## config.mk

```make
export PLATFORM = sky130hd
export DESIGN_NAME = magphase_gain_sched_flat
export DESIGN_NICKNAME = d
export VERILOG_FILES = /design/src/rtl/magphase_gain_sched_if.sv /design/src/rtl/magphase_gain_sched.sv /design/src/flat_wrapper.sv
export SDC_FILE = /design/constraint.sdc
export NUM_CORES = 1
export LEC_CHECK = 0
export CORE_UTILIZATION = 34
export DETAILED_ROUTE_END_ITERATION = 7
export GPL_ROUTABILITY_DRIVEN = 1
export PLACE_DENSITY = 0.55
export REMOVE_ABC_BUFFERS = 1
export SETUP_SLACK_MARGIN = 0.4
export SYNTH_ARGS = -nofsm -noshare
export SYNTH_HDL_FRONTEND = slang
export SYNTH_SLANG_ARGS = --single-unit
```

## constraint.sdc

```tcl
create_clock -name ce_clk -period 8.6 [get_ports ce_clk]
set_clock_uncertainty 0.15 [all_clocks]
set_input_delay 0.86 -clock ce_clk [delete_from_list [all_inputs] [get_ports ce_clk]]
set_output_delay 0.86 -clock ce_clk [all_outputs]
set_load 0.03 [all_outputs]
```

## src/rtl/magphase_gain_sched_if.sv

```systemverilog
// Settings write bus and observed sample-stream handshake for the gain scheduler.
interface magphase_gain_sched_if;
  logic        set_stb;
  logic [7:0]  set_addr;
  logic [31:0] set_data;
  logic        mon_tvalid;
  logic        mon_tready;
  logic        mon_tlast;

  modport master (
    output set_stb, set_addr, set_data, mon_tvalid, mon_tready, mon_tlast
  );
  modport slave (
    input  set_stb, set_addr, set_data, mon_tvalid, mon_tready, mon_tlast
  );
endinterface

```

## src/rtl/magphase_gain_sched.sv

```systemverilog
// Packet-aligned gain scheduler: committed mag/phase targets are applied at a packet
// boundary, either directly or as a linear ramp over 2^shift stream beats.
module magphase_gain_sched #(
  parameter int unsigned SR_BASE    = 192,
  parameter logic [15:0] MAG_INIT   = 16'h0000,
  parameter logic [15:0] PHASE_INIT = 16'h0000
) (
  input  logic                        ce_clk,
  input  logic                        ce_rstn,
  input  logic                        clear,
  magphase_gain_sched_if.slave        bus,
  output logic [15:0]                 mag_gain,
  output logic [15:0]                 phase_gain,
  output logic [3:0]                  status
);

  localparam int unsigned GW = 16;
  localparam int unsigned DW = 17;
  localparam int unsigned AW = 25;
  localparam int unsigned CW = 9;

  typedef enum logic [1:0] {S_IDLE, S_ARMED, S_RAMP} state_t;

  logic [1:0] r_rst_sync;
  logic       w_rst_n;

  state_t r_state, w_state_n;

  logic [GW-1:0]        r_sh_mag, r_sh_ph;
  logic [3:0]           r_sh_shift;
  logic [GW-1:0]        r_tg_mag, r_tg_ph, w_tg_mag_n, w_tg_ph_n;
  logic [3:0]           r_tg_shift, w_tg_shift_n;
  logic [GW-1:0]        r_pn_mag, r_pn_ph, w_pn_mag_n, w_pn_ph_n;
  logic [3:0]           r_pn_shift, w_pn_shift_n;
  logic                 r_pending, w_pending_n;
  logic                 r_sop, w_sop_n;
  logic [GW-1:0]        r_mag, r_ph, w_mag_n, w_ph_n;
  logic [GW-1:0]        r_st_mag, r_st_ph, w_st_mag_n, w_st_ph_n;
  logic signed [DW-1:0] r_dl_mag, r_dl_ph, w_dl_mag_n, w_dl_ph_n;
  logic signed [AW-1:0] r_acc_mag, r_acc_ph, w_acc_mag_n, w_acc_ph_n;
  logic signed [AW-1:0] w_acc_mag_step, w_acc_ph_step;
  logic [GW-1:0]        w_mag_step, w_ph_step;
  logic [CW-1:0]        r_cnt, w_cnt_n;
  logic [3:0]           r_status, w_status_n;

  logic       w_beat, w_boundary, w_last;
  logic       w_wr_mag, w_wr_ph, w_wr_shift, w_commit;
  logic [3:0] w_shift_sat;
  logic       w_unused;

  // Reset asserts asynchronously, releases two clocks after ce_rstn rises
  always_ff @(posedge ce_clk or negedge ce_rstn) begin
    if (!ce_rstn) r_rst_sync <= 2'b00;
    else          r_rst_sync <= {r_rst_sync[0], 1'b1};
  end
  assign w_rst_n = r_rst_sync[1];

  assign w_beat     = bus.mon_tvalid & bus.mon_tready;
  assign w_boundary = (r_sop & ~w_beat) | (w_beat & bus.mon_tlast);
  assign w_wr_mag   = bus.set_stb && (bus.set_addr == 8'(SR_BASE));
  assign w_wr_ph    = bus.set_stb && (bus.set_addr == 8'(SR_BASE + 1));
  assign w_wr_shift = bus.set_stb && (bus.set_addr == 8'(SR_BASE + 2));
  assign w_commit   = bus.set_stb && (bus.set_addr == 8'(SR_BASE + 3));
  assign w_shift_sat = (bus.set_data[3:0] > 4'd8) ? 4'd8 : bus.set_data[3:0];
  assign w_unused   = ^bus.set_data[31:16];

  assign w_acc_mag_step = r_acc_mag + {{(AW-DW){r_dl_mag[DW-1]}}, r_dl_mag};
  assign w_acc_ph_step  = r_acc_ph  + {{(AW-DW){r_dl_ph[DW-1]}},  r_dl_ph};
  assign w_mag_step     = r_st_mag + GW'(w_acc_mag_step >>> r_tg_shift);
  assign w_ph_step      = r_st_ph  + GW'(w_acc_ph_step  >>> r_tg_shift);
  assign w_last         = (r_cnt + CW'(1)) == (CW'(1) << r_tg_shift);

  always_ff @(posedge ce_clk or negedge w_rst_n) begin
    if (!w_rst_n) r_state <= S_IDLE;
    else          r_state <= w_state_n;
  end

  always_comb begin
    w_state_n    = r_state;
    w_tg_mag_n   = r_tg_mag;
    w_tg_ph_n    = r_tg_ph;
    w_tg_shift_n = r_tg_shift;
    w_pn_mag_n   = r_pn_mag;
    w_pn_ph_n    = r_pn_ph;
    w_pn_shift_n = r_pn_shift;
    w_pending_n  = r_pending;
    w_mag_n      = r_mag;
    w_ph_n       = r_ph;
    w_st_mag_n   = r_st_mag;
    w_st_ph_n    = r_st_ph;
    w_dl_mag_n   = r_dl_mag;
    w_dl_ph_n    = r_dl_ph;
    w_acc_mag_n  = r_acc_mag;
    w_acc_ph_n   = r_acc_ph;
    w_cnt_n      = r_cnt;
    w_sop_n      = w_beat ? bus.mon_tlast : r_sop;

    case (r_state)
      S_IDLE: begin
        if (w_commit) begin
          w_tg_mag_n   = r_sh_mag;
          w_tg_ph_n    = r_sh_ph;
          w_tg_shift_n = r_sh_shift;
          w_state_n    = S_ARMED;
        end
      end
      S_ARMED: begin
        if (w_commit) begin
          w_tg_mag_n   = r_sh_mag;
          w_tg_ph_n    = r_sh_ph;
          w_tg_shift_n = r_sh_shift;
        end else if (w_boundary) begin
          if (r_tg_shift == 4'd0) begin
            w_mag_n   = r_tg_mag;
            w_ph_n    = r_tg_ph;
            w_state_n = S_IDLE;
          end else begin
            w_st_mag_n  = r_mag;
            w_st_ph_n   = r_ph;
            w_dl_mag_n  = $signed({1'b0, r_tg_mag}) - $signed({1'b0, r_mag});
            w_dl_ph_n   = $signed({1'b0, r_tg_ph}) - $signed({1'b0, r_ph});
            w_acc_mag_n = '0;
            w_acc_ph_n  = '0;
            w_cnt_n     = '0;
            w_state_n   = S_RAMP;
          end
        end
      end
      S_RAMP: begin
        if (w_beat) begin
          w_acc_mag_n = w_acc_mag_step;
          w_acc_ph_n  = w_acc_ph_step;
          w_mag_n     = w_mag_step;
          w_ph_n      = w_ph_step;
          w_cnt_n     = r_cnt + CW'(1);
        end
        // Ramp end: a same-edge commit is newest, otherwise any queued set is armed
        if (w_beat && w_last) begin
          w_mag_n     = r_tg_mag;
          w_ph_n      = r_tg_ph;
          w_pending_n = 1'b0;
          if (w_commit) begin
            w_tg_mag_n   = r_sh_mag;
            w_tg_ph_n    = r_sh_ph;
            w_tg_shift_n = r_sh_shift;
            w_state_n    = S_ARMED;
          end else if (r_pending) begin
            w_tg_mag_n   = r_pn_mag;
            w_tg_ph_n    = r_pn_ph;
            w_tg_shift_n = r_pn_shift;
            w_state_n    = S_ARMED;
          end else begin
            w_state_n    = S_IDLE;
          end
        end else if (w_commit) begin
          w_pn_mag_n   = r_sh_mag;
          w_pn_ph_n    = r_sh_ph;
          w_pn_shift_n = r_sh_shift;
          w_pending_n  = 1'b1;
        end
      end
      default: w_state_n = S_IDLE;
    endcase

    if (clear) begin
      w_state_n    = S_IDLE;
      w_pending_n  = 1'b0;
      w_mag_n      = r_mag;
      w_ph_n       = r_ph;
      w_tg_mag_n   = r_tg_mag;
      w_tg_ph_n    = r_tg_ph;
      w_tg_shift_n = r_tg_shift;
    end

    w_status_n = {w_pending_n, w_state_n == S_ARMED, w_state_n == S_RAMP, w_sop_n};
  end

  always_ff @(posedge ce_clk or negedge w_rst_n) begin
    if (!w_rst_n) begin
      r_sh_mag   <= MAG_INIT;
      r_sh_ph    <= PHASE_INIT;
      r_sh_shift <= '0;
    end else begin
      if (w_wr_mag)   r_sh_mag   <= bus.set_data[15:0];
      if (w_wr_ph)    r_sh_ph    <= bus.set_data[15:0];
      if (w_wr_shift) r_sh_shift <= w_shift_sat;
    end
  end

  always_ff @(posedge ce_clk or negedge w_rst_n) begin
    if (!w_rst_n) begin
      r_tg_mag   <= MAG_INIT;
      r_tg_ph    <= PHASE_INIT;
      r_tg_shift <= '0;
      r_pn_mag   <= MAG_INIT;
      r_pn_ph    <= PHASE_INIT;
      r_pn_shift <= '0;
      r_pending  <= 1'b0;
      r_sop      <= 1'b1;
      r_mag      <= MAG_INIT;
      r_ph       <= PHASE_INIT;
      r_st_mag   <= MAG_INIT;
      r_st_ph    <= PHASE_INIT;
      r_dl_mag   <= '0;
      r_dl_ph    <= '0;
      r_acc_mag  <= '0;
      r_acc_ph   <= '0;
      r_cnt      <= '0;
      r_status   <= 4'b0001;
    end else begin
      r_tg_mag   <= w_tg_mag_n;
      r_tg_ph    <= w_tg_ph_n;
      r_tg_shift <= w_tg_shift_n;
      r_pn_mag   <= w_pn_mag_n;
      r_pn_ph    <= w_pn_ph_n;
      r_pn_shift <= w_pn_shift_n;
      r_pending  <= w_pending_n;
      r_sop      <= w_sop_n;
      r_mag      <= w_mag_n;
      r_ph       <= w_ph_n;
      r_st_mag   <= w_st_mag_n;
      r_st_ph    <= w_st_ph_n;
      r_dl_mag   <= w_dl_mag_n;
      r_dl_ph    <= w_dl_ph_n;
      r_acc_mag  <= w_acc_mag_n;
      r_acc_ph   <= w_acc_ph_n;
      r_cnt      <= w_cnt_n;
      r_status   <= w_status_n;
    end
  end

  assign mag_gain   = r_mag;
  assign phase_gain = r_ph;
  assign status     = r_status;

endmodule

```

## src/flat_wrapper.sv

```systemverilog
// flat-port wrapper written by rule: the top's interface ports become plain ports
module magphase_gain_sched_flat 
#(
  parameter int unsigned SR_BASE    = 192,
  parameter logic [15:0] MAG_INIT   = 16'h0000,
  parameter logic [15:0] PHASE_INIT = 16'h0000
)
  (ce_clk, ce_rstn, clear, mag_gain, phase_gain, status, bus_set_stb, bus_set_addr, bus_set_data, bus_mon_tvalid, bus_mon_tready, bus_mon_tlast);
  magphase_gain_sched_if bus_i ();
  input  logic ce_clk;
  input  logic ce_rstn;
  input  logic clear;
  output logic [15:0] mag_gain;
  output logic [15:0] phase_gain;
  output logic [3:0] status;
  input wire logic [$bits(bus_i.set_stb)-1:0] bus_set_stb;
  input wire logic [$bits(bus_i.set_addr)-1:0] bus_set_addr;
  input wire logic [$bits(bus_i.set_data)-1:0] bus_set_data;
  input wire logic [$bits(bus_i.mon_tvalid)-1:0] bus_mon_tvalid;
  input wire logic [$bits(bus_i.mon_tready)-1:0] bus_mon_tready;
  input wire logic [$bits(bus_i.mon_tlast)-1:0] bus_mon_tlast;
  assign bus_i.set_stb = bus_set_stb;
  assign bus_i.set_addr = bus_set_addr;
  assign bus_i.set_data = bus_set_data;
  assign bus_i.mon_tvalid = bus_mon_tvalid;
  assign bus_i.mon_tready = bus_mon_tready;
  assign bus_i.mon_tlast = bus_mon_tlast;
  magphase_gain_sched #(.SR_BASE(SR_BASE), .MAG_INIT(MAG_INIT), .PHASE_INIT(PHASE_INIT)) u_core (.ce_clk(ce_clk), .ce_rstn(ce_rstn), .clear(clear), .bus(bus_i), .mag_gain(mag_gain), .phase_gain(phase_gain), .status(status));
endmodule
```

Yosys cells after proc, flatten, opt, wreduce, memory -nomap -nowiden

Cells that the tools add are included.

Bits in writable memories: 0
Memories kept: 0
Input bits: 47
Bits in latches: 0
Register bits: 275
Bits in read-only memories: 0

Add/subtract/negate cells: 7
$mul: 0
Divide/modulo/power cells: 0
Bitwise operators: 9
Eq/ne operators: 18
Reductions and logical operators: 15
Shift-type cells: 3
$lt $le $gt $ge: 1
Muxes and demuxes: 54

Operators with widths:

| cell                                                                    | number |
|---|---|
| 16-bit 2-to-1 mux                                                       | 18 |
| 16-bit one-hot mux with 2 select lines                                  | 4 |
| 25-bit 2-to-1 mux                                                       | 5 |
| 25-bit one-hot mux with 2 select lines                                  | 2 |
| 25-bit adder                                                            | 2 |
| 25-bit by 4-bit >>> shifter with 16-bit output                          | 2 |
| 9-bit 2-to-1 mux                                                        | 4 |
| 16-bit by 16-bit subtractor with 17-bit output                          | 2 |
| 16-bit adder                                                            | 2 |
| 8-bit == test, second input constant                                    | 4 |
| 4-bit 2-to-1 mux                                                        | 5 |
| 9-bit one-hot mux with 2 select lines                                   | 1 |
| 2-bit 2-to-1 mux                                                        | 7 |
| 2-bit by 1-bit inequality test with 1-bit output, second input constant | 5 |
| 5-bit AND reduction                                                     | 2 |
| 9-bit by 1-bit adder with 9-bit output, second input constant           | 1 |
| 9-bit == test                                                           | 1 |
| 1-bit by 4-bit << shifter with 9-bit output, first input constant       | 1 |
| 4-bit one-hot mux with 2 select lines                                   | 1 |
| 1-bit 2-to-1 mux                                                        | 6 |
| 3-bit by 1-bit inequality test with 1-bit output, second input constant | 2 |
| 2-bit one-hot mux with 3 select lines                                   | 1 |
| 6-bit AND reduction                                                     | 1 |
| 1-bit logical AND                                                       | 5 |
| other kinds (13)                                                        | 23 |

Depth between registers and ports, before layout

Gate-level depths: netlist (run 1).

Depth after elaboration: 9
Depth in mapped cells: 29

Worst setup path after synthesis (run 1)

Ideal clock, no wire load.

Path type: reg2reg
Start: register u_core.r_acc_mag[0]
End: register u_core.r_mag[15], in the netlist u_core.mag_gain[15]
Path buffers: 0
Path slack: 3.197 ns
Data required time: 8.308 ns
Cell stages (with the launch flop): 28
Arrival time: 5.111 ns
Cell sequence: dfrtp_1 ha_1 inv_1 fa_1 nand2b_1 a21oi_1 o21ai_2 o31ai_1 a21o_1 a21oi_1 xnor2_1 mux2i_1 mux2i_1 a21oi_1 a21oi_1 ha_1 a21o_1 a21oi_1 o21bai_1 a21oi_1 o21ai_1 a21oi_1 o31ai_1 o41a_1 xor2_1 and3_1 mux2i_1 o221ai_1

Word-level cells in the longest chain between the ends: 6

Ends and longest elaborated chain:

| what                                           | line                       | RTL |
|---|---|---|
| start: declaration                             | magphase_gain_sched.sv:40  | `logic signed [AW-1:0] r_acc_mag, r_acc_ph, w_acc_mag_n, w_acc_ph_n;` |
| start signal: assignment                       | magphase_gain_sched.sv:225 | `r_acc_mag <= w_acc_mag_n;` |
| 25-bit adder                                   | magphase_gain_sched.sv:67  | `assign w_acc_mag_step = r_acc_mag + {{(AW-DW){r_dl_mag[DW-1]}}, r_dl_mag};` |
| 25-bit by 4-bit >>> shifter with 16-bit output | magphase_gain_sched.sv:69  | `assign w_mag_step = r_st_mag + GW'(w_acc_mag_step >>> r_tg_shift);` |
| 16-bit adder                                   | magphase_gain_sched.sv:69  |  |
| 16-bit 2-to-1 mux                              | magphase_gain_sched.sv:130 | `if (w_beat) begin` |
| 16-bit 2-to-1 mux                              | magphase_gain_sched.sv:138 | `if (w_beat && w_last) begin` |
| 16-bit one-hot mux with 2 select lines         | magphase_gain_sched.sv:98  | `case (r_state)` |
| end signal: assignment                         | magphase_gain_sched.sv:219 | `r_mag <= w_mag_n;` |
| end: declaration                               | magphase_gain_sched.sv:37  | `logic [GW-1:0] r_mag, r_ph, w_mag_n, w_ph_n;` |

No other way between the ends. The select of a mux whose other input is x is not followed.
A chain may end at the register's enable or synchronous reset.

Worst setup path in the final report (run 1)

Start: register u_core.r_dl_mag[0]
End: register u_core.r_mag[15], in the netlist u_core.mag_gain[15]

Word-level cells in the longest chain between the ends: 6

Ends and longest elaborated chain:

| what                                           | line                       | RTL |
|---|---|---|
| start: declaration                             | magphase_gain_sched.sv:39  | `logic signed [DW-1:0] r_dl_mag, r_dl_ph, w_dl_mag_n, w_dl_ph_n;` |
| start signal: assignment                       | magphase_gain_sched.sv:223 | `r_dl_mag <= w_dl_mag_n;` |
| 25-bit adder                                   | magphase_gain_sched.sv:67  |  |
| 25-bit by 4-bit >>> shifter with 16-bit output | magphase_gain_sched.sv:69  |  |
| 16-bit adder                                   | magphase_gain_sched.sv:69  |  |
| 16-bit 2-to-1 mux                              | magphase_gain_sched.sv:130 |  |
| 16-bit 2-to-1 mux                              | magphase_gain_sched.sv:138 |  |
| 16-bit one-hot mux with 2 select lines         | magphase_gain_sched.sv:98  |  |

No other way between the ends. The select of a mux whose other input is x is not followed.

==> metrics.txt, run 1 <==
status=complete, no violations; Routed Antenna Nets=0; max cap viols=0; synth top area cells=dfrtp_1 38%, ha_1 8.2%, mux2i_1 5.9%; overall die height=232 µm; drc violations=0; ratio of total power to cell area=139 mW/mm²; post-synthesis simple-gate area fraction=0.121; count of different cell masters after synthesis=78; Detail Placement HPWL=34700 µm; CTS Root Buffer Type=clkbuf_16; Setup Buffers After CTS=0; DP Area=0.0194 mm²; # IOs=83; ANT cells=0; Avg Vias per Cell=5.28; Port Buffer Count=66; grt ovf=0; Worst Max-Slew Pin Slew=1.08 ns; initial core utilization=0.344; post-CTS sizing=0; FFs w/ async S/R, synth=1.00; area grow syn2layout=13.7%; Post-Synthesis Cells=1953; initial antenna violation count=0; Max VDD drop=161 µV; Filler Cell Count=5205; multiplexer share of the synthesized area=0.128; Ys Warns=0; core area=0.0526 mm²; Static Leak=0.00925 µW; Critical Path RT=8.84 ns; CTS Buf Count=35; EDFF count, synth=0; global-route wire length before repair=76400 µm; initial DRC count=783; largest family of logic cells by synthesized area=compound AO/OA/AOI/OAI gates; routed wire length=47200 µm; ys flop type=dfrtp_1; Vias=14200; critical path class=reg -> reg; relative slew slack=0.276; post-route cell area=0.0205 mm²; die area=0.0540 mm²; mapped cell area=0.0181 mm²; post-synthesis xor/xnor area fraction=0.0461; Synth Area per Inst=9.24 µm²; Yosys top cell area share=0.377; Synth Area in Adders=0.0891; vias in the first global route=14000; Hold Violations, Final=0; GPL Wtd Cong=0.872; layout cells sized above 1=0.0794; Clock Latency Late Sink=0.56 ns; final core occ=0.391; Final min period=6.61 ns; Critical Path End Type=flop; Total Routing Usage GR=0.178; Max Clock Freq=151 MHz; crit-path max FO=7; register bit count reported by yosys=273; Yosys top cell by area=dfrtp_1; WL/cell=17.5 µm; # H-tree levels=2; pins over their slew limit=0; Worst-path clk slew=0.06 ns; Bufs on Longest Clock Path=3; sequential cell area fraction in the yosys report=0.379; post-layout net count=2152; worst hold path class=reg -> reg; First-pass DRT Iterations=5; FP Rows=84; fin crit share=0.769; CP arrival=6.85 ns; pin count of the biggest net entering global routing=92; RSZ-0062 raised after global routing=no; final setup violation count=0; CP Launch Type=flop; die width=232 µm; Sink Count=273; # hold bufs at CTS=0; final setup TNS=0 ns; compound-gate portion of the synthesized area=0.196; CTS tree=yes
metal layers:
layer | vias to the layer above | part of all wire | track usage
li1 | 7071 | - | -
met2 | 246 | 0.45 | 0.278
met1 | 6819 | 0.48 | 0.247
met5 | - | 0 | 0
met3 | 79 | 0.045 | 0.0304
met4 | 0 | 0.029 | 0.0625
worst paths after layout:
kind	startpoint	end	slack (ns)	cells after the start
setup / recovery	u_core.r_dl_mag[0]$_DFFE_PN0P_	u_core.mag_gain[15]$_DFFE_PN0P_	1.99	27
setup reg to reg	u_core.r_dl_mag[0]$_DFFE_PN0P_	u_core.mag_gain[15]$_DFFE_PN0P_	1.99	27
max in group asynchronous	u_core.r_rst_sync[1]$_DFF_PN0_	u_core.phase_gain[9]$_DFFE_PN0P_	6.50	1
hold / removal	u_core.r_rst_sync[0]$_DFF_PN0_	u_core.r_rst_sync[1]$_DFF_PN0_	0.20	0
hold reg to reg	u_core.r_rst_sync[0]$_DFF_PN0_	u_core.r_rst_sync[1]$_DFF_PN0_	0.20	0
min in group asynchronous	u_core.r_rst_sync[1]$_DFF_PN0_	u_core.mag_gain[1]$_DFFE_PN0P_	0.28	0
worst max-delay path, cell delays in order (launching register included):
cell and delay [ns]:
dfrtp_1 0.35, ha_1 0.22, inv_1 0.08, fa_1 0.45, nand2b_1 0.18, a21oi_1 0.24, o21ai_2 0.20, o31ai_1 0.39
a21o_1 0.17, a21oi_1 0.07, xnor2_1 0.33, mux2i_1 0.16, mux2i_1 0.24, a21oi_1 0.13, a21oi_1 0.44, ha_1 0.33
a21o_1 0.16, a21oi_1 0.21, o21bai_1 0.09, a21oi_1 0.22, o21ai_1 0.15, a21oi_1 0.31, o31ai_1 0.18, o41a_1 0.36
xor2_1 0.17, and3_1 0.18, mux2i_1 0.13, o221ai_1 0.13
flip-flops by register name, summed over array words and instances (netlist names):
signal and cells:
u_core.r_pn_shift 4, u_core.status 3, u_core.r_sh_ph 16, u_core.r_sh_shift 4, u_core.r_pn_ph 16, u_core.r_cnt 9
u_core.r_sh_mag 16, u_core.phase_gain 16, u_core.r_st_ph 16, u_core.r_st_mag 16, u_core.r_dl_ph 17, u_core.r_acc_ph 25
u_core.r_state 2, u_core.r_pending 1, u_core.r_rst_sync 2, u_core.mag_gain 16, u_core.r_acc_mag 25, u_core.r_tg_ph 16
u_core.r_tg_shift 4, u_core.r_pn_mag 16, u_core.r_dl_mag 17, u_core.r_tg_mag 16
cells in the mapped netlist (22+ instances only):
master    count
a211oi_1     35
a21o_1       23
a21oi_1     128
clkbuf_1     76
dfrtp_1     272
ha_1        119
inv_1        95
mux2_1       36
mux2_2       43
mux2i_1     106
nand2_1     264
nand2b_1     22
nand3_1      27
nor2_1       86
nor3_1       25
o21ai_0     168
o21ai_1      50
o31ai_1      36
xnor2_1      51
xor2_1       44
stage by stage:
stage          hold WS (ns)  power (µW)  worst slack (ns)  cells
5_1_grt               0.216        2960              1.61   2691
3_5_place_dp          0.191        1460              2.15   2631
3_3_place_gp          0.190        1460              2.20   2631
4_1_cts               0.206        2900              2.10   2691
2_1_floorplan         0.181        1400             0.280   1856
6_report              0.202        2850              1.99   2691
cell type report:
type / count / area, µm² / share of cell area
repair buffers: 87 / 818 / 0.0399
inverters: 97 / 364 / 0.0177
multi-input cells: 1486 / 10500 / 0.514
well taps: 688 / 861 / 0.0419
clock inverters: 12 / 86.3 / 0.00421
flip-flops and latches: 273 / 6840 / 0.333
clock buffers: 48 / 1020 / 0.0495
power breakdown:
group | switching (µW) | internal (µW)
combinational | 71.0 | 48.2
sequential | 16.7 | 1300
clock | 592 | 828
placed cells by master (no fill, tap or decap), types with 15 or more instances in the layout:
cell type        count
a21o_1              23
mux4_2              16
xor2_1              44
nand2_1            264
nor3_1              25
o21ai_0            168
mux2i_1            106
mux2_2              43
buf_4               21
nor2_1              85
a21oi_1            128
clkbuf_16           36
o21bai_1            16
nand3_1             25
o211ai_1            16
o21ai_1             50
a22o_1              20
inv_1               95
a211oi_1            35
o31ai_1             36
ha_1               119
dfrtp_1            271
mux2_1              36
xnor2_1             51
clkdlybuf4s50_1     66
nor2b_1             15
nand2b_1            21
kinds of logic after synthesis:
family | Yosys count
xor gates and xnor gates | 95
other | 1
and+or+nand+nor | 496
AOI/OAI and AO/OA | 568
buffers and inverters | 194
adders and majority gates | 125
DFF | 273
muxes | 201
(Power assumes the default switching activity.)
==> inputs of run 2 (changes only) <==
--- a/config.mk
+++ b/config.mk
@@ -8,7 +8,7 @@
 export CORE_UTILIZATION = 34
 export DETAILED_ROUTE_END_ITERATION = 7
 export GPL_ROUTABILITY_DRIVEN = 1
-export PLACE_DENSITY = 0.55
+export PLACE_DENSITY = 0.53
 export REMOVE_ABC_BUFFERS = 1
 export SETUP_SLACK_MARGIN = 0.4
 export SYNTH_ARGS = -nofsm -noshare
==> constraint.sdc (replaced) <==
create_clock -name ce_clk -period 6.83 [get_ports ce_clk]
set_clock_uncertainty 0.15 [all_clocks]
set_input_delay 0.683 -clock ce_clk [delete_from_list [all_inputs] [get_ports ce_clk]]
set_output_delay 0.683 -clock ce_clk [all_outputs]
set_load 0.03 [all_outputs]
==> run 2 against run 1 <==
  * Register-to-register slack worse by 1.2 ns
  * Sequential share of layout area is 0.30 points lower
  * Core utilization is 0.35 points higher
  * Non-clock buffer count increased by 1
  * Worst hold slack worse by 0.070 ns
  * First-iteration DRC count grew 11%
  * Flip-flop and latch count did not move
  * Worst setup slack worse by 1.2 ns
  * Critical path type unchanged
==> metrics.txt, run 2 (same netlist as run 1, synthesis figures left out) <==
status=complete, no violations; Vias=14200 (-0.063%); slowest CP cell=fa_1; # IOs=83 (unchanged); Avg Vias per Cell=5.27 (-0.17%); final setup TNS=0 ns (unchanged); FF+latch area=0.00684 mm² (unchanged); initial core utilization=0.344 (unchanged); WL/cell=17.9 µm (+2.0%); Reg-to-Reg Start=u_core.r_dl_mag[0]$_DFFE_PN0P_; drc violations=0 (unchanged); Detail Placement HPWL=35000 µm (+0.87%); relative slew slack=0.251 (-0.0254); total placed cells including tap cells=2631 (unchanged); grt ovf=0 (unchanged); multi-input logic area=0.0106 mm² (+0.84%); R2R depth=28 (+3.7%); post-layout net count=2153 (+0.046%); GPL Wtd Cong=0.886 (+1.7%); # hold bufs at CTS=0 (unchanged); RSZ-0062 raised after global routing=yes; Worst-path clk slew=0.06 ns (about the same); CP max stage delay=0.44 ns (about the same); gr busiest metal=met2; vias in the first global route=13900 (-1.1%); Hold Violations, Final=0 (unchanged); die width=232 µm (unchanged); initial antenna violation count=0 (unchanged); global routing usage on met1=0.259 (+0.0122); fin crit share=0.885 (+0.116); routed wire length=48200 µm (+2.1%); Worst Path Buf+Inv=1 (unchanged); initial DRC count=867 (+11%); crit-path max FO=7 (unchanged); Critical Path RT=7.08 ns (-1.76 ns); CP Depth=28 (+3.7%); area grow syn2layout=14.7%; CTS Buf Count=35 (unchanged); CTS tree=yes; Static Leak=0.00934 µW (+1.0%); core area=0.0526 mm² (unchanged); Critical Path End Type=flop; pins over their slew limit=0 (unchanged); Filler Cell Count=5235 (+0.58%); pin count of the biggest net entering global routing=152 (+65%); max cap viols=0 (unchanged); ANT cells=0 (unchanged); most common cell after layout, fill and taps aside=dfrtp_1; biggest regs=u_core.r_acc_mag: 25 flops, u_core.r_acc_ph: 25 flops; Bufs on Longest Clock Path=3 (unchanged); overall die height=232 µm (unchanged); Clock Latency Late Sink=0.56 ns (about the same); CTS Root Buffer Type=clkbuf_16; most frequent cells in the layout=271 x dfrtp_1, 264 x nand2_1, 166 x o21ai_0; global-route wire length before repair=77500 µm (+1.4%); CP arrival=6.30 ns (-0.55 ns); final non-filler cell total=2694 (+0.11%); Port Buffer Count=66 (unchanged); CP Launch Type=flop; met3 global-route usage=0.0216 (-0.00882); Max Clock Freq=165 MHz (+9.4%); die area=0.0540 mm² (unchanged); final setup violation count=0 (unchanged); Routed Antenna Nets=0 (unchanged); CP top delay family=compound AO/OA/AOI/OAI gates; First-pass DRT Iterations=5 (unchanged); layout cells sized above 1=0.0887 (+0.00935); Total Routing Usage GR=0.182 (+0.00368); FP Rows=84 (unchanged); GR Layer Usage met2=0.285 (+0.00707); Final min period=6.05 ns (-0.566 ns); Worst Max-Slew Pin Slew=1.12 ns (+0.0380 ns); CP most frequent cell=a21oi_1; # H-tree levels=2 (unchanged); critical path class=reg -> reg; worst hold path class=in -> async; Sink Count=273 (unchanged); Design Power=3710 µW (+30%); ratio of total power to cell area=179 mW/mm² (+29%); CP startpoint=u_core.r_dl_mag[0]$_DFFE_PN0P_; Max VDD drop=189 µV (+17%)
[run 2: worst paths after layout]
path	to	slack, ns
min in group ce_clk	u_core.r_rst_sync[1]$_DFF_PN0_	0.20
worst min register to register	u_core.r_rst_sync[1]$_DFF_PN0_	0.20
worst max-delay path	u_core.mag_gain[14]$_DFFE_PN0P_	0.78
max in group asynchronous	u_core.r_dl_ph[7]$_DFFE_PN0P_	4.78
worst min-delay path	u_core.r_rst_sync[1]$_DFF_PN0_	0.13
worst max register to register	u_core.mag_gain[14]$_DFFE_PN0P_	0.78
[run 2: routing by layer]
layer | up-vias | share of wire
li1 | 7066 | -
met4 | 0 | 0.023
met2 | 249 | 0.45
met5 | - | 0
met1 | 6837 | 0.49
met3 | 54 | 0.036
[run 2: final cells by class]
type                    count  area share
repair buffers             88      0.0405
flip-flops and latches    273       0.330
well taps                 688      0.0416
clock inverters             9     0.00550
clock buffers              53      0.0514
multi-input cells        1486       0.513
inverters                  97      0.0176
[run 2: stage by stage]
step	cell area [µm²]	utilization	hold slack [ns]	worst slack [ns]
finish	20700	0.394	0.132	0.785
global route	20700	0.394	0.127	0.381
CTS	20600	0.392	0.105	0.415
detailed placement	19400	0.370	0.197	0.441
global placement	19400	0.370	0.188	0.478
floorplan	17700	-	0.181	-1.49
[run 2: power by group]
part	switching [µW]	internal, µW	leakage, µW
combinational	89.1	61.2	0.00498
sequential	21.8	1630	0.00378
clock	746	1150	0.000583
[run 2: timing repair]
item                       4_1_cts  5_1_grt
pin swaps                        0        1
buffers inserted                 0        1
setup endpoints to repair        1        8
resized for setup                1       20
[run 2: worst reg2reg max path: cells and delay by family, from the launching register on]
kind                     cells  cell delay [ns]
adder cells (fa/ha/maj)      3             1.03
AO/OA/AOI/OAI               17             3.06
AND/OR/NAND/NOR              2             0.26
multiplexers                 3             0.70
buffers and inverters        1             0.08
flip-flops                   1             0.35
XOR/XNOR                     2             0.25
